==> src/rtl/intdiv_sequencer_pkg.sv <==
// Shared types and constants for the iterative integer divider.
package intdiv_sequencer_pkg;

  typedef enum logic [1:0] {
    IDLE = 2'd0,
    PREP = 2'd1,
    BUSY = 2'd2,
    DONE = 2'd3
  } divstate_t;

  localparam int MAX_XLEN = 64;
  localparam int CNT_W    = $clog2(MAX_XLEN);

endpackage

==> src/rtl/intdiv_step.sv <==
// One radix-2 restoring iteration: shift {R,Q} left, trial-subtract D, keep if non-negative.
module intdiv_step #(
  parameter int W = 64
) (
  input  logic [W-1:0] remIn,
  input  logic [W-1:0] quoIn,
  input  logic [W-1:0] divisor,
  output logic [W-1:0] remOut,
  output logic [W-1:0] quoOut
);

  logic [W:0]   shifted;
  logic [W+1:0] trial;
  logic         fits;

  // Shifted remainder can reach 2*D-1, so the trial needs two guard bits.
  always_comb begin
    shifted = {remIn, quoIn[W-1]};
    trial   = {1'b0, shifted} - {2'b00, divisor};
    fits    = ~trial[W+1];
    remOut  = fits ? trial[W-1:0] : shifted[W-1:0];
    quoOut  = {quoIn[W-2:0], fits};
  end

endmodule

==> src/rtl/intdiv_sequencer.sv <==
// Execute-stage DIV/DIVU/REM/REMU (and W-forms) controller around a restoring step.
// Handshake: IntDivE launches from IDLE; DivBusyE stalls the pipe until DONE, where
// DivResultE is valid; the op retires the first DONE cycle with StallE low.
module intdiv_sequencer
  import intdiv_sequencer_pkg::*;
#(
  parameter int XLEN = 64
) (
  input  logic            clk,
  input  logic            reset,
  input  logic            IntDivE,
  input  logic            FlushE,
  input  logic            StallE,
  input  logic            W64E,
  input  logic [2:0]      Funct3E,
  input  logic [XLEN-1:0] ForwardedSrcAE,
  input  logic [XLEN-1:0] ForwardedSrcBE,
  output logic            DivBusyE,
  output logic [XLEN-1:0] DivResultE,
  output logic [1:0]      DivStateE
);

  divstate_t        state, nextState;
  logic [CNT_W-1:0] counter;
  logic [XLEN-1:0]  remR, quoQ, divD;
  logic             negQ, negR, isW, remSel, bypassFix;

  logic [XLEN-1:0]  srcA, srcB, absA, absB, qInit, remNext, quoNext;
  logic [XLEN-1:0]  fixQ, fixR, picked;
  logic             isSigned, signA, signB, divZero, overflow;

  // Operands at the active width, widened so one datapath serves both forms.
  always_comb begin
    isSigned = ~Funct3E[0];
    if (W64E) begin
      srcA = isSigned ? XLEN'($signed(ForwardedSrcAE[31:0])) : XLEN'(ForwardedSrcAE[31:0]);
      srcB = isSigned ? XLEN'($signed(ForwardedSrcBE[31:0])) : XLEN'(ForwardedSrcBE[31:0]);
    end else begin
      srcA = ForwardedSrcAE;
      srcB = ForwardedSrcBE;
    end
    signA    = isSigned & srcA[XLEN-1];
    signB    = isSigned & srcB[XLEN-1];
    absA     = signA ? -srcA : srcA;
    absB     = signB ? -srcB : srcB;
    divZero  = (srcB == '0);
    overflow = isSigned & (&srcB) & (W64E ? (srcA[31:0] == 32'h8000_0000)
                                          : (srcA == {1'b1, {(XLEN-1){1'b0}}}));
    // W-form dividend sits in the upper half so 32 shifts drain it completely.
    qInit    = W64E ? (absA << (XLEN - 32)) : absA;
  end

  intdiv_step #(.W(XLEN)) u_step (
    .remIn  (remR),
    .quoIn  (quoQ),
    .divisor(divD),
    .remOut (remNext),
    .quoOut (quoNext)
  );

  always_ff @(posedge clk) begin
    if (reset) state <= IDLE;
    else       state <= nextState;
  end

  always_comb begin
    nextState = state;
    unique case (state)
      IDLE: if (IntDivE)              nextState = PREP;
      PREP: nextState = (divZero | overflow) ? DONE : BUSY;
      BUSY: if (counter == '0)        nextState = DONE;
      DONE: if (!StallE)              nextState = IDLE;
    endcase
    if (FlushE) nextState = IDLE;
  end

  always_ff @(posedge clk) begin
    if (reset) begin
      counter   <= '0;
      remR      <= '0;
      quoQ      <= '0;
      divD      <= '0;
      negQ      <= 1'b0;
      negR      <= 1'b0;
      isW       <= 1'b0;
      remSel    <= 1'b0;
      bypassFix <= 1'b0;
    end else if (state == PREP) begin
      negQ      <= signA ^ signB;
      negR      <= signA;
      isW       <= W64E;
      remSel    <= Funct3E[1];
      divD      <= absB;
      counter   <= W64E ? CNT_W'(31) : CNT_W'(XLEN - 1);
      bypassFix <= divZero | overflow;
      if (divZero) begin
        quoQ <= '1;
        remR <= srcA;
      end else if (overflow) begin
        quoQ <= srcA;
        remR <= '0;
      end else begin
        quoQ <= qInit;
        remR <= '0;
      end
    end else if (state == BUSY) begin
      remR    <= remNext;
      quoQ    <= quoNext;
      counter <= counter - 1'b1;
    end
  end

  always_comb begin
    DivStateE  = state;
    DivBusyE   = ((state == IDLE) & IntDivE & ~FlushE) | (state == PREP) | (state == BUSY);
    fixQ       = (negQ & ~bypassFix) ? -quoQ : quoQ;
    fixR       = (negR & ~bypassFix) ? -remR : remR;
    picked     = remSel ? fixR : fixQ;
    DivResultE = '0;
    if (state == DONE)
      DivResultE = isW ? XLEN'($signed(picked[31:0])) : picked;
  end

endmodule

==> config.mk <==
export PLATFORM = sky130hd
export DESIGN_NAME = intdiv_sequencer
export DESIGN_NICKNAME = d
export VERILOG_FILES = /design/src/rtl/intdiv_sequencer_pkg.sv /design/src/rtl/intdiv_step.sv /design/src/rtl/intdiv_sequencer.sv
export SDC_FILE = /design/constraint.sdc
export NUM_CORES = 1
export LEC_CHECK = 0
export BUFFER_PORTS_ARGS = -buffer_cell sky130_fd_sc_hd__buf_2
export CELL_PAD_IN_SITES_DETAIL_PLACEMENT = 0
export CELL_PAD_IN_SITES_GLOBAL_PLACEMENT = 1
export CORE_MARGIN = 2
export CORE_UTILIZATION = 30
export DETAILED_ROUTE_END_ITERATION = 16
export GPL_ROUTABILITY_DRIVEN = 0
export HOLD_SLACK_MARGIN = 0.03
export PLACE_DENSITY = 0.65
export SYNTH_ARGS = -nofsm -noshare
export SYNTH_HDL_FRONTEND = slang
export SYNTH_SLANG_ARGS = --single-unit
==> constraint.sdc <==
create_clock -name clk -period 10.97 [get_ports clk]
set_input_delay 2.194 -clock clk [delete_from_list [all_inputs] [get_ports clk]]
set_output_delay 2.194 -clock clk [all_outputs]
set_load 0.05 [all_outputs]
* Word-level counts from Yosys, hierarchy flattened
Cells that the tools add are included.
Word-level totals: output and inout port bits 67, bits in registers 205, input port bits 137
Cells by class: $add $sub $neg 6, muxes and demuxes 29, reduce and logical (&&, ||, !) cells 7, bitwise gates (word level) 16, equality and inequality tests 8
Operator list (count):
- two-way mux 64 bit | 20
- negation 64 bit | 4
- subtractor 65 x 64 -> 66 bit | 1
- == test 64 bit, second input constant | 1
- zero test 64 bit | 1
- AND reduction 64 bit | 1
- == test 32 bit, second input constant | 1
- two-way mux 6 bit | 3
- AND 1 bit | 8
- one-hot mux 2 bit (4 select lines) | 1
- zero test 6 bit | 1
- two-way mux 2 bit | 3
- != test 2 bit, second input constant | 3
- subtractor 6 x 1 -> 6 bit, second input constant | 1
- == test 2 bit, second input constant | 2
- NOT 1 bit | 4
- bitwise OR 1 bit | 3
- AND reduction 3 bit | 1
- == test 2 x 1 -> 1 bit, second input constant | 1
- zero test 2 bit | 1
- two-way mux 1 bit | 2
- nonzero test 2 bit | 1
- OR reduction 2 bit | 1
- bitwise XOR 1 bit | 1

* Logic depth before layout (Yosys ltp)
word-level depth 8, mapped depth 16, gate-level depth less buffers 14

* Hierarchy
A second synthesis with hierarchy kept.
Second synthesis, totals: cells, all modules 3102, area, all modules 21664.5 um2
Modules (own cells, without submodules):
- intdiv_sequencer | cells an instance 2295, area each 16585.9 um2, seq. area each 4103.9 um2, times used 1
- intdiv_step | cells an instance 807, area each 5078.6 um2, seq. area each 0.0 um2, times used 1

* Worst setup path before layout
OpenSTA, ideal clock, no wires.
path type reg2out, start reg quoQ[8], end out DivResultE[57], stages on the path, launching flop included 12, data required time 8.776 ns, slack 4.037 ns, data arrival time 4.739 ns, path buffers 1, path through dfxtp_1 -> or4_1 -> or3_1 -> nor4_1 -> nand3_1 -> o31ai_1 -> xnor2_1 -> o21ai_0 -> a21oi_1 -> a21oi_1 -> clkbuf_1 -> a221oi_1
On the way: word-level cells in the longest chain between the ends 5
Ends and longest elaborated chain:
- from (decl) | RTL line intdiv_sequencer.sv:25 | logic [XLEN-1:0] remR, quoQ, divD;
- from (signal assigned) | RTL line intdiv_sequencer.sv:100 | quoQ <= srcA;
- from (signal assigned) | RTL line intdiv_sequencer.sv:103 | quoQ <= qInit;
- from (signal assigned) | RTL line intdiv_sequencer.sv:108 | quoQ <= quoNext;
- negation 64 bit | RTL line intdiv_sequencer.sv:116 | fixQ = (negQ & ~bypassFix) ? -quoQ : quoQ;
- two-way mux 64 bit | RTL line intdiv_sequencer.sv:116
- two-way mux 64 bit | RTL line intdiv_sequencer.sv:118 | picked = remSel ? fixR : fixQ;
- two-way mux 64 bit | RTL line intdiv_sequencer.sv:121 | DivResultE = isW ? XLEN'($signed(picked[31:0])) : picked;
- two-way mux 64 bit | RTL line intdiv_sequencer.sv:120 | if (state == DONE)
- to (decl) | RTL line intdiv_sequencer.sv:19 | output logic [XLEN-1:0] DivResultE,
No other way between the ends.

* Worst setup path after layout
start reg quoQ[8], end out DivResultE[62]
Same word-level chain as after synthesis.

==> impl_summary.txt <==
----------------------------------------------------
[Detailed routing]
  Average routed wire per standard cell ... roughly 22 µm
  Drt pass-1 iters ... 5
  Number of design-rule violations left by the first detailed-router iteration ... between 1,500 and 2,000
  Mean number of vias per cell ... around 5.6
  Remaining antenna violation count after routing ... 0
  DRC violation count after routing ... 0
  Vias after detailed routing ... about 23,000
  Total Wirelength ... around 88,000 µm

[Floorplanning]
  Die Y-Extent ... ~270 µm
  Die outline area ... between 70,000 and 80,000 µm²
  Number of top-level design ports ... a little over 200
  Effective utilization at floorplan ... 0.3039
  Die Span X ... 268.1 µm
  Core Box Area ... about 69,000 µm²
  Std-Cell Rows ... between 90 and 100

[Layout]
  Layout cells sized above 1 ... 0.1124
  Number of fillers in the final layout ... 7,603
  Layout area overhead ... 12.88%
  Final nets ... between 3,000 and 4,000

[Placed design]
  HPWL after DPL ... 69,460 µm
  Port Buffers ... just over 200

[Setup path]
  Required arrival time at the worst endpoint ... approximately 9000 ps
  WS Path Type ... flip-flop to primary output
  Sort of element at the end of the critical path ... primary output
  Critical path cell sequence ... or4_1, or3_1, nor4_1, nor3b_1, nand3_1, nor3_1, a31oi_1, xnor2_1, a221oi_1, buf_2
  Maximum net fanout on the critical path ... 7
  Slowest cell on the critical path ... nor4_1
  Category of the worst setup path launch point ... flip-flop
  Worst stage delay on the critical path ... ~610 ps
  Critical Path AT ... between 4000 and 5000 ps

[GRT]
  Maximum number of pins on one net before global-route repair ... between 90 and 100
  Via count of the first global-routing pass ... 20,830
  Initial antenna violation count ... 9
  Residual overflow from global routing ... 0
  Wire length of the first global-routing pass ... roughly 130,000 µm
  GRT Util Overall ... 0.2367

[Clocking]
  # hold bufs at CTS ... 0
  Maximum clock path buffer count ... 3
  Worst-path clk slew ... 60 ps
  Cts bufs inserted ... 28
  CTS-repair resized insts ... 0
  Sink count of the clock tree ... just over 200
  Clock latency on the worst-skew pair ... about 580 ps
  H-tree depth ... 1
  Clock tree from TritonCTS ... done
  Post-CTS Setup Repair Bufs ... 0
  Clock Root Buffer ... clkbuf_16

[Synthesis]
  Top area cells in the synthesized netlist ... dfxtp_1, a21oi_1, xnor2_1, nor2_1, o21ai_0
  Share of the synthesized area in the top cell type ... 0.1962
  Flop and latch count out of synthesis ... between 200 and 250
  Mapped cell area ... 20,920 µm²
  Number of distinct library cells after synthesis ... 84
  Dominant cell type by area after synthesis ... dfxtp_1
  Ys flop type ... dfxtp_1
  Number of flops mapped to enable cells by yosys ... 0
  Synth top cells by count ... nor2_1, a21oi_1, nand2_1
  Nets in the synthesized netlist ... 3,258
  Average instance area after synthesis ... just under 7 µm²
  Synthesized netlist cell count ... around 3,000
  Most frequently used cell type in the post-synthesis netlist ... nor2_1
  Number of warnings reported in the yosys synthesis log ... 0
  Sequential cell area fraction in the yosys report ... 0.1962
  Share of async-settable or async-resettable flops after synthesis ... 0

[STA]
  Max Fclk ... 140.3 MHz
  Hold violation total from the final report ... 0
  Final-layout setup total negative slack ... 0 ps
  RSZ-0062 raised after global routing ... no
  Post-layout minimum cycle time ... just over 7000 ps
  Transition time of the tightest slew-check pin ... ~1200 ps
  Setup-violating endpoint count in the final report ... 0
  Post-route clock period utilization ... 0.6497
  Max Transition Viols Final ... 0
  Layout Skew ... approximately 27 ps
  Remaining max-slew budget at the tightest pin ... 0.2091

[Status]
  Status ... completed

[Worst hold path]
  Class of the tightest hold or removal check ... flip-flop to flip-flop

[Job]
  Max-capacitance violation count ... 0

[Power]
  Final total power ... between 3 and 4 mW
  Static power due to leakage ... between 9 and 10 nW
  Maximum vdd drop ... around 0.10 mV
  Pwr dens ... between 150 and 200 nW/µm²

----------------------------------------------------
## power breakdown
| part | internal (mW) | total, mW | leakage, nW | switching [mW] |
|---|---|---|---|---|
| Sequential | 0.803 | 0.909 | 1.67 | 0.106 |
| Clock | 0.591 | 0.976 | 0.479 | 0.385 |
| Combinational | 0.702 | 1.88 | 7.34 | 1.18 |
## sequential cells by signal (all words and copies together), names as in the netlist
register / count
remSel: 1
DivStateE: 2
counter: 6
bypassFix: 1
negQ: 1
divD: 64
remR: 64
quoQ: 64
negR: 1
isW: 1
## final timing paths
kind | startpoint | end | slack [ps] | cells after the start
worst min-delay path | divD[57] | divD[57] | 470 | 2
worst max register to register | quoQ[63] | remR[39] | 5990 | 15
worst min register to register | divD[57] | divD[57] | 470 | 2
worst max-delay path | quoQ[8] | DivResultE[62] | 3840 | 10
## logic make-up after synthesis
family	share of synthesized area
adders and majority gates	0.04642
AOI/OAI and AO/OA	0.3091
xor gates and xnor gates	0.1177
buffers and inverters	0.06759
and+or+nand+nor	0.2323
muxes	0.03081
DFF	0.1962
## cells in the final DEF (no fill, tap or decap), types with 10 or more instances in the layout
master / netlist / final
nand3_1: 49 / 49
inv_1: 143 / 143
a211oi_1: 66 / 66
a22oi_1: 10 / 10
mux2i_1: 61 / 61
o221ai_1: 24 / 24
and2_1: 12 / 12
or4_1: 20 / 20
nand2_1: 286 / 286
ha_1: 76 / 74
and3_1: 15 / 15
o211a_1: 26 / 26
nor4_1: 36 / 36
nand2b_1: 23 / 23
xor2_1: 124 / 124
o31ai_1: 33 / 33
buf_4: 4 / 45
nor3_1: 99 / 99
nand4_1: 47 / 47
o21ai_0: 258 / 258
or3_1: 45 / 45
a21o_1: 56 / 56
dfxtp_1: 205 / 204
a21oi_1: 310 / 307
a31oi_1: 26 / 26
o22ai_1: 19 / 19
o41ai_1: 19 / 19
o211ai_1: 51 / 51
nor2b_1: 13 / 11
nor2_1: 347 / 345
xnor2_1: 157 / 157
o21bai_1: 18 / 18
a221oi_1: 32 / 32
buf_2: 11 / 200
clkbuf_16: 0 / 29
## layer usage
layer / GRT usage / routed length, µm
met1: 0.3426 / 42010
met2: 0.3500 / 36940
met3: 0.02859 / 5548
met5: 0 / 27
met4: 0.1025 / 3823
## critical path: cells and delay by family, from the launching register on
kind / cells / cell delay [ps]
xor+xnor: 1 / 180
buf+inv: 1 / 320
simple gates: 6 / 2960
flops: 1 / 380
compound gates: 2 / 520
## final cells by class
cell class,instances,area (µm²),area share
multi-input cells,2478,15450,0.6541
diodes,6,15.01,0.0006359
flip-flops and latches,205,4105,0.1739
clock inverters,12,137.6,0.005829
well taps,931,1165,0.04933
repair buffers,246,1350,0.05717
clock buffers,39,853.3,0.03614
inverters,144,540.5,0.02289
## per-stage QoR
stage	worst slack [ps]	cell area [µm²]	hold slack [ps]	utilization	std cells
CTS	3760	23600	474.2	0.3429	4055
global placement	4100	22610	453.5	0.3285	4004
global route	3494	23610	504.2	0.3431	4061
detailed placement	4138	22610	466.0	0.3285	4004
finish	3842	23610	465.8	0.3431	4061
floorplan	4037	20920	441.1	-	3044
(Power assumes the default switching activity.)
